==> config.mk <==
export PLATFORM = sky130hd
export DESIGN_NAME = write_ptr_full_gen
export DESIGN_NICKNAME = d
export VERILOG_FILES = /design/src/rtl/fifo_pkg.sv /design/src/rtl/sync_nff.sv /design/src/rtl/write_ptr_full_gen.sv
export SDC_FILE = /design/constraint.sdc
export NUM_CORES = 1
export LEC_CHECK = 0
export CORE_MARGIN = 5
export CORE_UTILIZATION = 44
export DETAILED_ROUTE_END_ITERATION = 10
export GPL_ROUTABILITY_DRIVEN = 1
export HOLD_SLACK_MARGIN = 0.1
export PLACE_DENSITY = 0.74
export SYNTH_ARGS = -nofsm -noshare
export SYNTH_HDL_FRONTEND = slang
export SYNTH_SLANG_ARGS = --single-unit
export TNS_END_PERCENT = 5
==> constraint.sdc <==
create_clock -name wclk -period 4.5 [get_ports wclk]
set_clock_uncertainty 0.1 [all_clocks]
set_input_delay 1.125 -clock wclk [delete_from_list [all_inputs] [get_ports wclk]]
set_output_delay 1.125 -clock wclk [all_outputs]
set_load 0.1 [all_outputs]
==> src/rtl/fifo_pkg.sv <==
// rtl/fifo_pkg.sv - shared async FIFO constants and Gray/binary helpers
package fifo_pkg;

    localparam int DEFAULT_ADDR_W = 3;
    localparam int DEPTH          = 2 ** DEFAULT_ADDR_W;

    function automatic int depth_of(input int aw);
        return 1 << aw;
    endfunction

    // Operates on 32 bits; zero-extended narrower codes convert correctly.
    function automatic logic [31:0] bin2gray(input logic [31:0] b);
        return b ^ (b >> 1);
    endfunction

    function automatic logic [31:0] gray2bin(input logic [31:0] g);
        logic [31:0] b;
        b[31] = g[31];
        for (int i = 30; i >= 0; i--) begin
            b[i] = b[i+1] ^ g[i];
        end
        return b;
    endfunction

endpackage

==> src/rtl/sync_nff.sv <==
// rtl/sync_nff.sv - generic multi-flop synchroniser with synchronous active-high reset
module sync_nff #(
    parameter int W      = 1,
    parameter int STAGES = 2
) (
    input  logic         clk_i,
    input  logic         reset_i,
    input  logic [W-1:0] d_i,
    output logic [W-1:0] q_o
);

    logic [W-1:0] stage_q [STAGES];

    always_ff @(posedge clk_i) begin
        if (reset_i) begin
            for (int i = 0; i < STAGES; i++) begin
                stage_q[i] <= '0;
            end
        end else begin
            stage_q[0] <= d_i;
            for (int i = 1; i < STAGES; i++) begin
                stage_q[i] <= stage_q[i-1];
            end
        end
    end

    assign q_o = stage_q[STAGES-1];

endmodule

==> src/rtl/write_ptr_full_gen.sv <==
// rtl/write_ptr_full_gen.sv - write-domain pointer, full/almost-full, level and overflow generator
module write_ptr_full_gen
    import fifo_pkg::*;
#(
    parameter int ADDR_W      = DEFAULT_ADDR_W,
    parameter int SYNC_STAGES = 2,
    parameter int AF_THRESH   = depth_of(ADDR_W) - 2
) (
    input  logic              wclk,
    input  logic              wreset,
    input  logic              wen,
    input  logic [ADDR_W:0]   rptr_gray,
    input  logic              ovf_clr,
    output logic              winc,
    output logic [ADDR_W-1:0] waddr,
    output logic [ADDR_W:0]   wptr_gray,
    output logic              full,
    output logic              almost_full,
    output logic [ADDR_W:0]   wlevel,
    output logic              overflow
);

    localparam int              PW   = ADDR_W + 1;
    localparam logic [ADDR_W:0] AF_T = PW'(AF_THRESH);

    logic [ADDR_W:0] wbin_q, wbin_d;
    logic [ADDR_W:0] wgray_q, wgray_d;
    logic [ADDR_W:0] level_q, level_d;
    logic [ADDR_W:0] rq, rbin;
    logic            full_q, full_d;
    logic            af_q, af_d;
    logic            ovf_q, ovf_d;

    sync_nff #(
        .W      (PW),
        .STAGES (SYNC_STAGES)
    ) u_rptr_sync (
        .clk_i   (wclk),
        .reset_i (wreset),
        .d_i     (rptr_gray),
        .q_o     (rq)
    );

    // Full compares against the synchronised read pointer, so it can only
    // release late; assertion tracks the write that fills with no delay.
    always_comb begin
        winc    = wen & ~full_q & ~wreset;
        wbin_d  = wbin_q + {{ADDR_W{1'b0}}, winc};
        wgray_d = PW'(bin2gray(32'(wbin_d)));
        rbin    = PW'(gray2bin(32'(rq)));
        level_d = wbin_d - rbin;
        full_d  = (wgray_d == {~rq[ADDR_W:ADDR_W-1], rq[ADDR_W-2:0]});
        af_d    = (level_d >= AF_T);
        ovf_d   = (wen & full_q) | (ovf_q & ~ovf_clr);
    end

    always_ff @(posedge wclk) begin
        if (wreset) begin
            wbin_q  <= '0;
            wgray_q <= '0;
            level_q <= '0;
            full_q  <= 1'b0;
            af_q    <= 1'b0;
            ovf_q   <= 1'b0;
        end else begin
            wbin_q  <= wbin_d;
            wgray_q <= wgray_d;
            level_q <= level_d;
            full_q  <= full_d;
            af_q    <= af_d;
            ovf_q   <= ovf_d;
        end
    end

    assign waddr       = wbin_q[ADDR_W-1:0];
    assign wptr_gray   = wgray_q;
    assign full        = full_q;
    assign almost_full = af_q;
    assign wlevel      = level_q;
    assign overflow    = ovf_q;

endmodule

## After elaboration in Yosys (flattened, before gate mapping)

Memory sizes are Yosys's and may differ from the RTL's.
Cells that the tools add are included.

- Flip-flop bits (word level): 15
- Memory bits (writable): 8
- Input bits: 8
- Output and inout port bits: 15
- Logic and storage cells: 31
- Memories: 1

Memories:

| memory | depth | bits a word | rd ports | clocked after memory_dff | wr ports | line | RTL |
|---|---|---|---|---|---|---|---|
| u_rptr_sync.stage_q | 2 | 4 | 2 | 0 | 2 | sync_nff.sv:12 | `logic [W-1:0] stage_q [STAGES];` |

- $add $sub $neg: 2
- Order comparisons: 1
- Equality and inequality tests: 1
- Multiplexer cells: 5
- Bitwise operators: 15

Operators with widths:

| kind | number |
|---|---|
| $mux 4 | 2 |
| $add 4x1->4 | 1 |
| $and 1x1->1 | 4 |
| $eq 4x4->1 | 1 |
| $ge 4x3->1 const B | 1 |
| $sub 4x4->4 | 1 |
| $xor 4x3->4 | 1 |
| $mux 1 | 3 |
| $not 1->1 | 3 |
| $or 1x1->1 | 3 |
| $xor 1x1->1 | 3 |
| $not 2->2 | 1 |

## Logic depth before layout (Yosys ltp)

- Depth in word-level cells: 6
- Gate-level depth with buffers: 10
- Mapped depth without buffers: 9

## Hierarchy

A second synthesis with hierarchy kept.

- Cell total of the unflattened synthesis: 81
- Area total of the unflattened synthesis: 888.4 µm²

Modules (own cells, without submodules):

| module | times used | cells an instance | area each (µm²) | sequential area each (µm²) |
|---|---|---|---|---|
| write_ptr_full_gen | 1 | 61 | 648.1 | 280.3 |
| sync_nff | 1 | 20 | 240.2 | 160.2 |

## Least setup slack after synthesis

No wires, ideal clock.

- Path kind: input to register
- From: in wreset
- To: reg af_q, in the netlist almost_full
- Setup time: 0.071 ns
- Arrival: 5.411 ns
- Data required time: 4.329 ns
- Setup slack: -1.082 ns
- Stages on the path: 10
- Buffers on the path: 1
- Path through: clkbuf_1 -> nor3b_1 -> ha_1 -> ha_1 -> xor2_2 -> ha_1 -> a21oi_1 -> o21ai_0 -> xnor3_2 -> a21oi_1

- Cells in the longest elaborated chain, start to end: 5

RTL lines:

| what | line | RTL |
|---|---|---|
| start: declaration | write_ptr_full_gen.sv:10 | `input logic wreset,` |
| $not 1->1 | write_ptr_full_gen.sv:47 | `winc = wen & ~full_q & ~wreset;` |
| $and 1x1->1 | write_ptr_full_gen.sv:47 |  |
| named net winc | write_ptr_full_gen.sv:14 | `output logic winc,` |
| $add 4x1->4 | write_ptr_full_gen.sv:48 | `wbin_d = wbin_q + {{ADDR_W{1'b0}}, winc};` |
| named net wbin_d[2] | write_ptr_full_gen.sv:26 | `logic [ADDR_W:0] wbin_q, wbin_d;` |
| $sub 4x4->4 | write_ptr_full_gen.sv:51 | `level_d = wbin_d - rbin;` |
| $ge 4x3->1 | write_ptr_full_gen.sv:53 | `af_d = (level_d >= AF_T);` |
| end signal: assignment | write_ptr_full_gen.sv:63 | `af_q <= 1'b0;` |
| end signal: assignment | write_ptr_full_gen.sv:70 | `af_q <= af_d;` |
| end: declaration | write_ptr_full_gen.sv:31 | `logic af_q, af_d;` |

The timed path passes the listed nets, and every way through them passes these cells.
A chain may end at the register's enable or synchronous reset.

## Final worst setup path

- From: in wen
- To: reg af_q, in the netlist almost_full

- Cells in the longest elaborated chain, start to end: 5

RTL lines:

| what | line | RTL |
|---|---|---|
| start: declaration | write_ptr_full_gen.sv:11 | `input logic wen,` |
| $and 1x1->1 (2 in a row) | write_ptr_full_gen.sv:47 |  |
| $add 4x1->4 | write_ptr_full_gen.sv:48 |  |
| named net wbin_d[2] | write_ptr_full_gen.sv:26 |  |
| $sub 4x4->4 | write_ptr_full_gen.sv:51 |  |
| $ge 4x3->1 | write_ptr_full_gen.sv:53 |  |

The timed path passes the listed nets, and every way through them passes these cells.

==> summary.md <==
| Metric | Value |
|---|---|
| Yosys warns | `0` |
| Crit path launch type | `input port` |
| Post-Syn Instances | `between 70 and 80` |
| DRC violations left | `0` |
| Number of DRC markers in iteration 0 | `2` |
| Setup-failing EPs final | `0` |
| Post-synth EDFFs | `0` |
| Maxcap violations | `0` |
| CORE AREA | `1920 sq um` |
| Max_slew headroom | `34.7%` |
| Synth-to-layout area growth | `33.7%` |
| Post-Route WL | `1390 microns` |
| Most common cell after layout, fill and taps aside | `dfxtp_1` |
| Worst vdd ir | `240 uV` |
| Port Buffers | `22` |
| Worst hold start | `u_rptr_sync.stage_q[0][0]$_SDFF_PP0_` |
| Mean post-synth cell area | `11.1 sq um` |
| Final Max Tran Viols | `0` |
| Antenna violations before repair | `0` |
| Mapped Nets | `92` |
| CTS root buffer | `clkbuf_4` |
| Vias per inst | `~4.5` |
| Placement Rows | `16` |
| Layout cells sized above 1 | `around 11%` |
| # diodes | `0` |
| Clock transition at path regs | `about 0.10 ns` |
| Worst Setup End Kind | `register` |
| Worst-path fanout max | `5` |
| Total vias in the final route | `around 580` |
| RR Startpoint | `full$_SDFF_PP0_` |
| Final Hold Vio Count | `0` |
| Die width | `54.4 microns` |
| Flops & latches, synth | `22` |
| Antenna Nets Post-Route | `0` |
| Setup TNS | `0 ns` |
| Die height | `roughly 54 microns` |
| Clock sinks | `22` |
| Status | `completed` |
| Vias in the first global route | `581` |
| CTS Buf Count | `3` |
| Routability cong. | `0.756` |
| Cell Area, Synth | `866 sq um` |
| Full die area | `2960 sq um` |
| Clk buf depth | `2` |
| Inst Count DP | `126` |
| Worst-margin pin slew | `0.976 ns` |
| Post-CTS setup buffer count | `0` |
| Main synth FF type | `dfxtp_1` |
| Post-cts resize count | `0` |
| CTS Hold Buffers Added | `0` |
| RSZ-0062 raised after global routing | `false` |
| CTS tree | `yes` |
| Nets@finish | `118` |
| Initial core utilization | `a little under half` |
| Kind of critical path | `input port to register` |
| DR WL/cell | `about 11 microns` |
| DP HPWL | `1140 microns` |
| Post-synthesis sequential area ratio | `50.9%` |
| GRT overflow | `0` |
| Ys async rst share | `0%` |
| Layout Cells excl Fill | `129` |
| Final WS setup | `1.06 ns` |
| Pwr/cell area | `395 nW/um^2` |
| CTS H-tree lvls | `1` |
| Io pins | `23` |
| Static Leak | `0.471 nW` |
| Pin count of the biggest net entering global routing | `23` |
| Post-layout min period | `3.44 ns` |
| Clock latency on the worst-skew pair | `slightly below 0.3 ns` |
| Synth unique cells | `20` |
| Crit path DAT | `~3.6 ns` |
| Fin crit share | `about three quarters` |
| Finished Core Util | `60.2%` |
| Min-Delay Path Class | `register to register` |
| GRT Util Overall | `around 11%` |
| Worst slack, placed | `a little over 0.7 ns` |
| Fmax | `290 MHz` |
| Commonest cells after routing, fill and taps aside | `dfxtp_1 (22), clkdlybuf4s50_1 (21), nor2b_1 (10)` |
| 1st-pass router iterations | `2` |
| First-pass GRT wire length | `between 2000 and 2500 microns` |
| Req. time, crit path | `4.63 ns` |
| Crit path from | `wen` |
## critical path, cell delays in order
cell             delay [ns]
clkdlybuf4s50_1        0.48
nor3b_2                0.29
ha_1                   0.25
ha_1                   0.20
xor2_2                 0.28
ha_1                   0.33
a21oi_1                0.16
o21ai_0                0.10
xnor3_2                0.23
a21oi_1                0.12
## worst paths after layout
path / to / slack [ns] / cells past startpoint
hold / removal: u_rptr_sync.stage_q[0][4]$_SDFF_PP0_ / 0.35 / 1
setup / recovery: almost_full$_SDFF_PP0_ / 1.06 / 10
hold reg to reg: u_rptr_sync.stage_q[0][4]$_SDFF_PP0_ / 0.35 / 1
setup reg to reg: almost_full$_SDFF_PP0_ / 2.03 / 9
## metal layers
layer | share of wire [%] | GRT usage (%) | vias up | routed length, microns
met2 | 52 | 21.3 | 16 | 724
met3 | 6.3 | 4.90 | 2 | 88
met5 | 0 | 0 | - | 0
met1 | 41 | 10.9 | 269 | 567
li1 | - | - | 296 | -
met4 | 1.0 | 2.49 | 0 | 14
## state kept, by name, indices dropped and copies added (netlist names)
register	count
u_rptr_sync.stage_q	8
overflow	1
wbin_q	4
wptr_gray	3
almost_full	1
wlevel	4
full	1
## layout make-up
type                       instances  area [sq um]
timing repair buffer              23           238
sequential                        22           440
fill                             183           764
clock buffer                       3          22.5
inverter                           3          11.3
tap                               27          33.8
multi-input combinational         51           412
## synth_stat cells, drive strengths merged (2+ instances only)
cell type / n / area [sq um]
nor2b: 10 / 62.6
xnor2: 7 / 61.3
xor2: 5 / 58.8
inv: 3 / 11.3
nand3: 2 / 15.0
nand2: 2 / 7.51
ha: 5 / 62.6
dfxtp: 22 / 440
nor2: 9 / 33.8
clkbuf: 2 / 7.51
a21oi: 3 / 15.0
nand2b: 2 / 12.5
## report_power, final
part	internal, W	leakage (nW)	switching [W]
Combinational	0.0000479	0.277	0.000114
Clock	0.0000311	0.0138	0.0000500
Sequential	0.000209	0.181	0.00000524
Total	0.000288	0.471	0.000169
## cell families (layout without fill, tap and decap cells)
family	count (synthesis)	after routing	synth area share, %
xor+xnor	13	13	16.6
simple gates	27	27	16.8
flops	22	22	50.9
fa+ha+maj	6	6	9.54
buf+inv	5	29	2.17
compound gates	5	5	4.04
## through the flow
step	hold WS, ns	power (W)	cell area, sq um
2_1_floorplan	0.314	0.000343	871
3_3_place_gp	0.318	0.000380	1130
3_5_place_dp	0.330	0.000382	1130
4_1_cts	0.355	0.000464	1160
5_1_grt	0.373	0.000486	1160
6_report	0.348	0.000457	1160
No activity file was read; power rests on OpenSTA's default activity.
